[config.mk]
export PLATFORM = sky130hd
export DESIGN_NAME = ahbl_splitter_n
export DESIGN_NICKNAME = d
export VERILOG_FILES = /design/src/rtl/ahbl_pkg.sv /design/src/rtl/ahbl_default_slave.sv /design/src/rtl/ahbl_splitter_n.sv
export SDC_FILE = /design/constraint.sdc
export NUM_CORES = 1
export LEC_CHECK = 0
export ABC_AREA = 1
export CAP_MARGIN = 10
export CORE_AREA = 4 4 66 68
export DETAILED_ROUTE_END_ITERATION = 7
export DIE_AREA = 0 0 70 72
export DONT_BUFFER_PORTS = 1
export GPL_ROUTABILITY_DRIVEN = 0
export HOLD_SLACK_MARGIN = 0.06
export SYNTH_ARGS = -nofsm -noshare
export SYNTH_HDL_FRONTEND = slang
export SYNTH_SLANG_ARGS = --single-unit
[constraint.sdc]
create_clock -name HCLK -period 3.61 [get_ports HCLK]
set_clock_uncertainty 0.2 [all_clocks]
set_input_delay 0.361 -clock HCLK [delete_from_list [all_inputs] [get_ports HCLK]]
set_output_delay 0.361 -clock HCLK [all_outputs]
set_load 0.02 [all_outputs]
[src/rtl/ahbl_pkg.sv]
// Shared AHB-Lite definitions: transfer/response encodings, default read
// data, default-slave FSM state type and small decode helpers.
package ahbl_pkg;

    localparam logic [1:0] HTRANS_IDLE   = 2'b00;
    localparam logic [1:0] HTRANS_BUSY   = 2'b01;
    localparam logic [1:0] HTRANS_NONSEQ = 2'b10;
    localparam logic [1:0] HTRANS_SEQ    = 2'b11;

    localparam logic HRESP_OKAY  = 1'b0;
    localparam logic HRESP_ERROR = 1'b1;

    localparam logic [31:0] AHBL_DEFAULT_RDATA = 32'hBADD_BEEF;

    typedef enum logic [1:0] {
        DS_IDLE = 2'b00,
        DS_ERR1 = 2'b01,
        DS_ERR2 = 2'b10
    } ds_state_e;

    // NONSEQ and SEQ carry a real transfer; IDLE and BUSY do not.
    function automatic logic trans_active(input logic [1:0] htrans);
        logic act;
        case (htrans)
            HTRANS_NONSEQ, HTRANS_SEQ: act = 1'b1;
            HTRANS_IDLE, HTRANS_BUSY:  act = 1'b0;
            default:                   act = 1'b0;
        endcase
        return act;
    endfunction

    // Base/mask region hit test.
    function automatic logic addr_match(input logic [31:0] addr,
                                        input logic [31:0] base,
                                        input logic [31:0] mask);
        return ((addr & mask) == (base & mask));
    endfunction

endpackage

[src/rtl/ahbl_default_slave.sv]
// Internal default slave: produces the two-cycle AHB-Lite ERROR response
// (ERR1: not ready + ERROR, ERR2: ready + ERROR) for unmapped accesses and
// for watchdog aborts of a stalled slave. All outputs are registered.
module ahbl_default_slave
    import ahbl_pkg::*;
(
    input  logic clk_i,
    input  logic rst_i,
    input  logic unmapped_trig_i,
    input  logic timeout_trig_i,
    output logic hreadyout_o,
    output logic hresp_o,
    output logic busy_o
);

    ds_state_e state_q;
    logic      hreadyout_q;
    logic      hresp_q;
    logic      busy_q;

    // Error-response FSM with registered ready/response/busy outputs
    always_ff @(posedge clk_i) begin
        if (rst_i) begin
            state_q     <= DS_IDLE;
            hreadyout_q <= 1'b1;
            hresp_q     <= HRESP_OKAY;
            busy_q      <= 1'b0;
        end else begin
            case (state_q)
                DS_IDLE: begin
                    if (unmapped_trig_i || timeout_trig_i) begin
                        state_q     <= DS_ERR1;
                        hreadyout_q <= 1'b0;
                        hresp_q     <= HRESP_ERROR;
                        busy_q      <= 1'b1;
                    end else begin
                        state_q     <= DS_IDLE;
                        hreadyout_q <= 1'b1;
                        hresp_q     <= HRESP_OKAY;
                        busy_q      <= 1'b0;
                    end
                end
                DS_ERR1: begin
                    state_q     <= DS_ERR2;
                    hreadyout_q <= 1'b1;
                    hresp_q     <= HRESP_ERROR;
                    busy_q      <= 1'b1;
                end
                DS_ERR2: begin
                    // The address phase accepted here may itself be unmapped
                    if (unmapped_trig_i) begin
                        state_q     <= DS_ERR1;
                        hreadyout_q <= 1'b0;
                        hresp_q     <= HRESP_ERROR;
                        busy_q      <= 1'b1;
                    end else begin
                        state_q     <= DS_IDLE;
                        hreadyout_q <= 1'b1;
                        hresp_q     <= HRESP_OKAY;
                        busy_q      <= 1'b0;
                    end
                end
                default: begin
                    state_q     <= DS_IDLE;
                    hreadyout_q <= 1'b1;
                    hresp_q     <= HRESP_OKAY;
                    busy_q      <= 1'b0;
                end
            endcase
        end
    end

    assign hreadyout_o = hreadyout_q;
    assign hresp_o     = hresp_q;
    assign busy_o      = busy_q;

endmodule

[src/rtl/ahbl_splitter_n.sv]
// AHB-Lite 1-to-NS splitter: base/mask address decode (lowest index wins),
// data-phase select register and zero-latency response mux. Unmapped
// transfers are answered by ahbl_default_slave.
// Optional feature: define AHBL_SPLITTER_TIMEOUT_EN to enable a watchdog
// that aborts a slave holding HREADYOUT low for TIMEOUT cycles.
module ahbl_splitter_n
    import ahbl_pkg::*;
#(
    parameter int unsigned      NS      = 3,
    parameter logic [NS*32-1:0] BASE    = {32'h4000_0000, 32'h2000_0000, 32'h0000_0000},
    parameter logic [NS*32-1:0] MASK    = {3{32'hF000_0000}},
    parameter int unsigned      TIMEOUT = 1024
) (
    input  logic               HCLK,
    input  logic               HRESET,
    input  logic [31:0]        HADDR,
    input  logic [1:0]         HTRANS,
    output logic               HREADY,
    output logic               HRESP,
    output logic [31:0]        HRDATA,
    output logic [NS-1:0]      S_HSEL,
    input  logic [NS*32-1:0]   S_HRDATA,
    input  logic [NS-1:0]      S_HREADYOUT,
    input  logic [NS-1:0]      S_HRESP
);

    logic [NS-1:0] hsel_s;
    logic          nomatch_s;
    logic          acc_s;
    logic          unmapped_trig_s;
    logic          timeout_trig_s;

    logic [NS-1:0] sel_q;
    logic [NS-1:0] sel_d;
    logic          def_q;
    logic          def_d;

    logic          dflt_hready_s;
    logic          dflt_hresp_s;
    logic          dflt_busy_s;
    logic          dflt_sel_s;

    logic          hready_s;
    logic          hresp_s;
    logic [31:0]   hrdata_s;

    // Priority address decode: the lowest-index matching slave wins
    always_comb begin
        logic found_v;
        logic hit_v;
        hsel_s  = '0;
        found_v = 1'b0;
        hit_v   = 1'b0;
        for (int i = 0; i < NS; i++) begin
            hit_v     = addr_match(HADDR, BASE[32*i +: 32], MASK[32*i +: 32]);
            hsel_s[i] = hit_v & ~found_v;
            found_v   = found_v | hit_v;
        end
        nomatch_s = ~found_v;
    end

    assign acc_s           = trans_active(HTRANS) & hready_s;
    assign unmapped_trig_s = acc_s & nomatch_s;
    assign dflt_sel_s      = def_q | dflt_busy_s;

    // Response mux: default slave, else the selected slave, else idle OKAY
    always_comb begin
        hready_s = 1'b1;
        hresp_s  = HRESP_OKAY;
        hrdata_s = AHBL_DEFAULT_RDATA;
        if (dflt_sel_s) begin
            hready_s = dflt_hready_s;
            hresp_s  = dflt_hresp_s;
        end else if (|sel_q) begin
            hready_s = |(sel_q & S_HREADYOUT);
            hresp_s  = |(sel_q & S_HRESP);
            hrdata_s = 32'h0000_0000;
            for (int i = 0; i < NS; i++) begin
                hrdata_s = hrdata_s | (S_HRDATA[32*i +: 32] & {32{sel_q[i]}});
            end
        end else begin
            hready_s = 1'b1;
            hresp_s  = HRESP_OKAY;
            hrdata_s = AHBL_DEFAULT_RDATA;
        end
    end

`ifdef AHBL_SPLITTER_TIMEOUT_EN
    localparam int unsigned TO_W = $clog2(TIMEOUT + 1);

    logic [TO_W-1:0] to_cnt_q;
    logic            stall_s;

    assign stall_s        = ~dflt_sel_s & (|sel_q) & ~hready_s;
    assign timeout_trig_s = stall_s & (to_cnt_q == TO_W'(TIMEOUT - 1));

    // Watchdog: count consecutive cycles a selected slave stalls the bus
    always_ff @(posedge HCLK) begin
        if (HRESET) begin
            to_cnt_q <= '0;
        end else if (hready_s || timeout_trig_s) begin
            to_cnt_q <= '0;
        end else if (stall_s) begin
            to_cnt_q <= to_cnt_q + TO_W'(1);
        end else begin
            to_cnt_q <= to_cnt_q;
        end
    end
`else
    assign timeout_trig_s = 1'b0;
`endif

    // Next data-phase select: only moves when the bus is ready, or on abort
    always_comb begin
        sel_d = sel_q;
        def_d = def_q;
        if (timeout_trig_s) begin
            sel_d = '0;
            def_d = 1'b0;
        end else if (hready_s) begin
            if (acc_s) begin
                sel_d = hsel_s;
                def_d = nomatch_s;
            end else begin
                sel_d = '0;
                def_d = 1'b0;
            end
        end else begin
            sel_d = sel_q;
            def_d = def_q;
        end
    end

    // Data-phase select register
    always_ff @(posedge HCLK) begin
        if (HRESET) begin
            sel_q <= '0;
            def_q <= 1'b0;
        end else begin
            sel_q <= sel_d;
            def_q <= def_d;
        end
    end

    ahbl_default_slave u_default_slave (
        .clk_i           (HCLK),
        .rst_i           (HRESET),
        .unmapped_trig_i (unmapped_trig_s),
        .timeout_trig_i  (timeout_trig_s),
        .hreadyout_o     (dflt_hready_s),
        .hresp_o         (dflt_hresp_s),
        .busy_o          (dflt_busy_s)
    );

    assign S_HSEL = hsel_s;
    assign HREADY = hready_s;
    assign HRESP  = hresp_s;
    assign HRDATA = hrdata_s;

endmodule
==> impl_metrics.csv, run 1 <==
group,metric,value,unit
hold_path,min_from,"HTRANS[1]",
floorplan,io-pin-count,175,
setup_path,critPathLaunchType,"register",
yosys,synth_cell_types,20,
clocking,cts_hold_buf,1,
sta,tightest_slew,0.746,ns
clocking,clk_latency,0.23,ns
route,wl_met3,517,um
sta,fin_crit_sh,0.742,
yosys,synth_nets,351,
setup_path,critPathCaptureType,"primary output",
setup_path,critPathMaxFanout,20,
job,maxCapViolCount,0,
route,vias_per_cell,5.23,
hold_path,holdPathEnd,"sel_q[2]",
clocking,postCtsResizedCells,0,
setup_path,r2r-end,"sel_q[1]",
layout,mostFrequentLayoutCell,"nand2_1",
setup_path,reg2reg_slack,1.40,ns
global_routing,grt_max_degree,36,
placement,dpl_cell_area,0.00110,sq mm
layout,area_delta_synth_final,6.22,%
yosys,yosys_most_used_dff,"dfxtp_1",
route,met1_length,1.40,mm
sta,period_needed,2.68,ns
setup_path,criticalPathCategory,"register to primary output",
power,cellLeakagePower,0.385,nW
clocking,htreeDepth,1,
layout,final_cell_area,0.00115,sq mm
layout,fin_util,0.299,
layout,layoutNonFillerInstCount,256,
clocking,tritoncts,"built",
yosys,syn-instance-count,213,
clocking,cts_sinks,8,
global_routing,grt_overflow_total,0,
route,wl_per_cell,15.0,um
route,drt-total-wl,3.83,mm
run_status,outcome,"finished, final reports clean",
layout,drive_gt1_frac,0.0631,
hold_path,min_delay_path_depth,2,
layout,final_cell_mix,"nand2_1, nand4_1, inv_1",
global_routing,grt_pass1_wl,5.87,mm
floorplan,initial_core_util,0.282,
layout,multi_input_area,793,sq um
clocking,numCtsBuffers,3,
global_routing,grt_use_total,0.142,
setup_path,arrival,2.12,ns
setup_path,slowest_stage,"dfxtp_1",
sta,max_clock_freq,0.373,GHz
yosys,ys_ff_latch,8,
power,power.total,254,uW
layout,fill_cells,454,
setup_path,slowest_delay,0.79,ns
floorplan,die_area,0.00504,sq mm
yosys,netlist_area,0.00109,sq mm
sta,hold_viol,0,
sta,setup_viol,0,
route,wl_met2,1.91,mm
route,top_layer_used,"met3",
clocking,path_clk_slew,0.04,ns
yosys,synth-seq-area-share,0.147,
sta,fin_setup_tns,0,ns
sta,rsz0062_at_grt,"no",
hold_path,min_path_type,"input pin to register",
layout,nets,346,
global_routing,first_global_vias,1297,
floorplan,core,0.00386,sq mm
placement,hpwl,2.94,mm
sta,drv_slew,0,
placement,numPortBuffers,0,
route,vias,1339,
sta,setup_ws,0.932,ns
power,peakVddDrop,211,uV
setup_path,crit_chain,"buf_4, a22o_1, a21oi_1, o21ai_0",
clocking,root_buffer,"clkbuf_8",
yosys,synth_edf_count,0,
global_routing,antenna_found_initial,0,
power,p_per_area,221,mW/mm^2
floorplan,chipHeight,72,um
yosys,yosysWarnings,0,
layout,antenna_cells,0,
sta,holdWs,0.110,ns
floorplan,die_w,70,um
layout,seq_area,160,sq um
setup_path,r2r_start,"sel_q[0]",
route,drtPass1Iterations,4,
setup_path,r2r_cells,6,
route,drtIter0Drc,42,
yosys,synthArstFlopShare,0,
placement,post-place-ws,1.14,ns
yosys,postSynthAreaPerCell,5.10,sq um
setup_path,required,3.05,ns
route,final_antenna_net_count,0,
floorplan,core.rowCount,23,
clocking,post_cts_buffers,0,
route,route.detailed.drc,0,
sta,relSlewSlack,0.502,
placement,dpl.cell_count,252,
clocking,clockBufferDepth,2,
## worst max-delay path, delay by kind of cell (launching register included)
| family | cells | cell delay (ns) |
|---|---|---|
| AOI/OAI and AO/OA | 3 | 0.75 |
| buffers and inverters | 1 | 0.35 |
| DFF | 1 | 0.79 |
## worst max path at each step
stage	depth (start not counted)	from	endpoint	slack, ns
2_1_floorplan	4	sel_q[2]	HRESP	1.90
3_3_place_gp	3	sel_q[0]	HRDATA[22]	1.16
3_5_place_dp	5	sel_q[0]	HREADY	1.14
4_1_cts	5	sel_q[0]	HREADY	0.89
5_1_grt	5	sel_q[0]	HREADY	0.75
6_report	4	sel_q[0]	HRESP	0.93
## Yosys cell counts (2+ instances only)
master,count,area (sq um)
o21ai_0,2,10.0
nand3_1,8,40.0
nor2_1,6,22.5
nand2_2,2,12.5
dfxtp_1,8,160
buf_4,3,22.5
buf_2,4,20.0
nand2_1,115,432
a21oi_1,5,25.0
nor2_4,2,22.5
nand4_1,28,175
clkbuf_1,7,26.3
inv_1,16,60.1
## metal layers
| metal | track usage | up-vias |
|---|---|---|
| li1 | - | 675 |
| met4 | 0.0362 | 0 |
| met2 | 0.269 | 83 |
| met5 | 0 | - |
| met3 | 0.0416 | 0 |
| met1 | 0.155 | 581 |
## layout make-up
class / count / area share
inverters: 17 / 0.0553
clock buffers: 3 / 0.0358
multi-input cells: 174 / 0.688
well taps: 50 / 0.0542
repair buffers: 4 / 0.0282
flip-flops and latches: 8 / 0.139
## power by group
part           total [mW]  switching (mW)  leakage [nW]  internal, mW
clock               0.105          0.0325        0.0216        0.0720
sequential         0.0968         0.00367        0.0655        0.0932
combinational      0.0531          0.0410         0.298        0.0121
## kinds of logic (layout without fill, tap and decap cells)
group | Yosys count | count (layout) | share of synthesized area
AO/OA/AOI/OAI | 10 | 10 | 0.0622
buffers and inverters | 31 | 24 | 0.122
flip-flops | 8 | 8 | 0.147
AND/OR/NAND/NOR | 164 | 164 | 0.668
## state kept, by name (all words and copies together) (netlist names)
signal and cells:
u_default_slave.busy_o 1, u_default_slave.state_q 2, u_default_slave.hreadyout_o 1, def_q 1, sel_q 3
(Power assumes the default switching activity.)
==> inputs of run 2 (changes only) <==
--- a/config.mk
+++ b/config.mk
@@ -5,11 +5,11 @@
 export SDC_FILE = /design/constraint.sdc
 export NUM_CORES = 1
 export LEC_CHECK = 0
-export ABC_AREA = 1
+export ABC_AREA = 0
 export CAP_MARGIN = 10
-export CORE_AREA = 4 4 66 68
+export CORE_AREA = 4 4 65 67
 export DETAILED_ROUTE_END_ITERATION = 7
-export DIE_AREA = 0 0 70 72
+export DIE_AREA = 0 0 69 71
 export DONT_BUFFER_PORTS = 1
 export GPL_ROUTABILITY_DRIVEN = 0
 export HOLD_SLACK_MARGIN = 0.06
==> constraint.sdc (replaced) <==
create_clock -name HCLK -period 2.23 [get_ports HCLK]
set_clock_uncertainty 0.2 [all_clocks]
set_input_delay 0.223 -clock HCLK [delete_from_list [all_inputs] [get_ports HCLK]]
set_output_delay 0.223 -clock HCLK [all_outputs]
set_load 0.02 [all_outputs]
==> run 2 against run 1 <==
- sequential share of layout area shrank 1.8 points
- clock power grew 60%
- combinational power grew 100%
- hold slack gained 0.012 ns
- power grew 69%
- synthesized cell count shrank 43%
- sequential power grew 61%
- non-clock buffer count grew 45
- clock-buffer cell count is the same
- register-to-register slack lost 0.91 ns
- setup slack lost 0.69 ns
- first-iteration DRC count grew to 2.7 times the previous value
- critical endpoint is now sel_q[1]
- largest cell class unchanged
==> impl_metrics.csv, run 2 <==
group,metric,value,unit
sta,fin_crit_sh,0.890,
sta,period_needed,1.98,ns
sta,tightest_slew,0.364,ns
floorplan,core.rowCount,22,
yosys,yosys_most_used_dff,"dfxtp_1",
run_status,outcome,"finished, final reports clean",
layout,area_delta_synth_final,46.1,%
setup_path,slowest_delay,0.60,ns
yosys,muxShareOfSynthArea,0.0331,
yosys,synthMostInstantiatedCell,"a222oi_1",
floorplan,io-pin-count,175,
yosys,synthSimpleGateAreaFrac,0.269,
yosys,synthXorXnorAreaFrac,0,
setup_path,critPathCaptureType,"register",
setup_path,critPathMostFrequentCell,"dlygate4sd3_1",
clocking,htreeDepth,1,
setup_path,critPathLaunchType,"input pin",
placement,hpwl,3.51,mm
layout,final_cell_mix,"buf_4, a222oi_1, nand2_1",
power,peakVddDrop,212,uV
placement,dpl.cell_count,197,
yosys,synth_top_cell_area_share,0.376,
global_routing,grt_use_total,0.154,
yosys,synth_cell_types,25,
yosys,ys_ff_latch,8,
layout,nets,297,
floorplan,initial_core_util,0.249,
route,route.detailed.drc,0,
global_routing,grt_max_degree,25,
yosys,netlist_area,906,sq um
sta,drv_slew,0,
clocking,clk_latency,0.23,ns
clocking,postCtsResizedCells,0,
global_routing,grt_pass1_wl,6.45,mm
sta,hold_viol,0,
layout,mostFrequentLayoutCell,"buf_4",
clocking,numCtsBuffers,3,
global_routing,antenna_found_initial,0,
sta,holdWs,0.122,ns
clocking,path_clk_slew,0.04,ns
yosys,synthArstFlopShare,0,
yosys,syn-instance-count,121,
yosys,synth_top_family_by_area,"compound AO/OA/AOI/OAI gates",
layout,fill_cells,395,
sta,relSlewSlack,0.757,
route,vias_per_cell,6.40,
setup_path,crit_chain,"dlygate4sd3_1, nor4b_1, dlygate4sd3_1, nand2_1, mux2i_1",
floorplan,die_area,0.00490,sq mm
route,drtPass1Iterations,7,
sta,fin_setup_tns,0,ns
clocking,cts_sinks,8,
power,power.total,431,uW
setup_path,path_buf_inv,2,
route,vias,1313,
yosys,synth_compound_area_frac,0.432,
yosys,synth-seq-area-share,0.177,
layout,antenna_cells,0,
yosys,yosys-top-cells-count,"a222oi_1, nand2_1, clkbuf_1, nor2_1, dfxtp_1",
clocking,tritoncts,"built",
hold_path,min_from,"HTRANS[1]",
yosys,synth_area_leaders,"a222oi_1, dfxtp_1, nand2_1",
layout,largest_register_ffs,3,
global_routing,first_global_vias,1393,
route,final_antenna_net_count,0,
global_routing,grt_overflow_total,0,
clocking,root_buffer,"clkbuf_8",
clocking,clockBufferDepth,2,
layout,layoutNonFillerInstCount,205,
floorplan,core,0.00363,sq mm
yosys,synth_nets,259,
layout,drive_gt1_frac,0.312,
sta,rsz0062_at_grt,"no",
layout,largest_register,"sel_q",
setup_path,arrival,1.93,ns
yosys,synth_edf_count,0,
setup_path,critPathMaxFanout,3,
setup_path,startpoint,"HADDR[31]",
setup_path,r2r_start,"sel_q[0]",
power,cellLeakagePower,0.441,nW
placement,numPortBuffers,0,
job,maxCapViolCount,0,
floorplan,chipHeight,71,um
route,wl_per_cell,20.8,um
clocking,post_cts_buffers,0,
route,drt-total-wl,4.26,mm
setup_path,required,2.18,ns
setup_path,slowest_stage,"dlygate4sd3_1",
floorplan,die_w,69,um
yosys,yosysTopAreaCell,"a222oi_1",
layout,top_regs,"sel_q (3), u_default_slave.state_q (2)",
sta,setup_viol,0,
setup_path,criticalPathCategory,"input pin to register",
power,p_per_area,326,mW/mm^2
route,drtIter0Drc,113,
yosys,synthAdderAreaFrac,0,
yosys,postSynthAreaPerCell,7.49,sq um
hold_path,min_path_type,"input pin to register",
sta,max_clock_freq,0.504,GHz
setup_path,crit_family,"buffers and inverters",
yosys,yosysWarnings,0,
## run 2: final timing paths
check | to | slack, ns | cells after the start
setup / recovery | sel_q[1] | 0.25 | 5
setup reg to reg | sel_q[1] | 0.49 | 5
hold reg to reg | u_default_slave.state_q[0] | 0.29 | 1
hold / removal | sel_q[2] | 0.12 | 3
## run 2: timing repair
action                     in CTS  in global routing
hold endpoints to repair        6                  0
hold buffers                    5                  0
setup endpoints to repair       0                  0
## run 2: final cells by class
class,instances,area [sq um],share of cell area
repair buffers,49,393,0.297
inverters,1,3.75,0.00284
multi-input cells,96,666,0.503
well taps,48,60.1,0.0454
clock buffers,3,41.3,0.0312
flip-flops and latches,8,160,0.121
## run 2: per-layer routing
| metal | wire, um | global-route usage |
|---|---|---|
| met2 | 2150 | 0.275 |
| met4 | 55 | 0.0651 |
| met5 | 0 | 0 |
| met3 | 490 | 0.0597 |
| met1 | 1570 | 0.161 |
## run 2: logic make-up after synthesis
logic type / after synthesis
flops: 8
buf+inv: 17
mux: 3
compound gates: 40
simple gates: 53
## run 2: where the power goes
part           switching, mW  internal (mW)  leakage (nW)  total, mW
clock                 0.0520          0.116        0.0216      0.168
combinational         0.0577         0.0493         0.354      0.107
sequential           0.00470          0.151        0.0655      0.156
total                  0.114          0.317         0.441      0.431
## run 2: worst register-to-register path, stage by stage (launching register included)
cell	delay, ns
dfxtp_1	0.31
buf_4	0.20
a222oi_1	0.31
a31o_1	0.27
buf_4	0.17
mux2i_1	0.20
## run 2: through the flow
stage	util	worst slack, ns	cell area, sq um
finish	0.364	0.246	1320
global route	0.364	0.110	1320
CTS	0.364	0.236	1320
detailed placement	0.339	0.513	1230
global placement	0.339	0.538	1230
floorplan	-	0.347	906
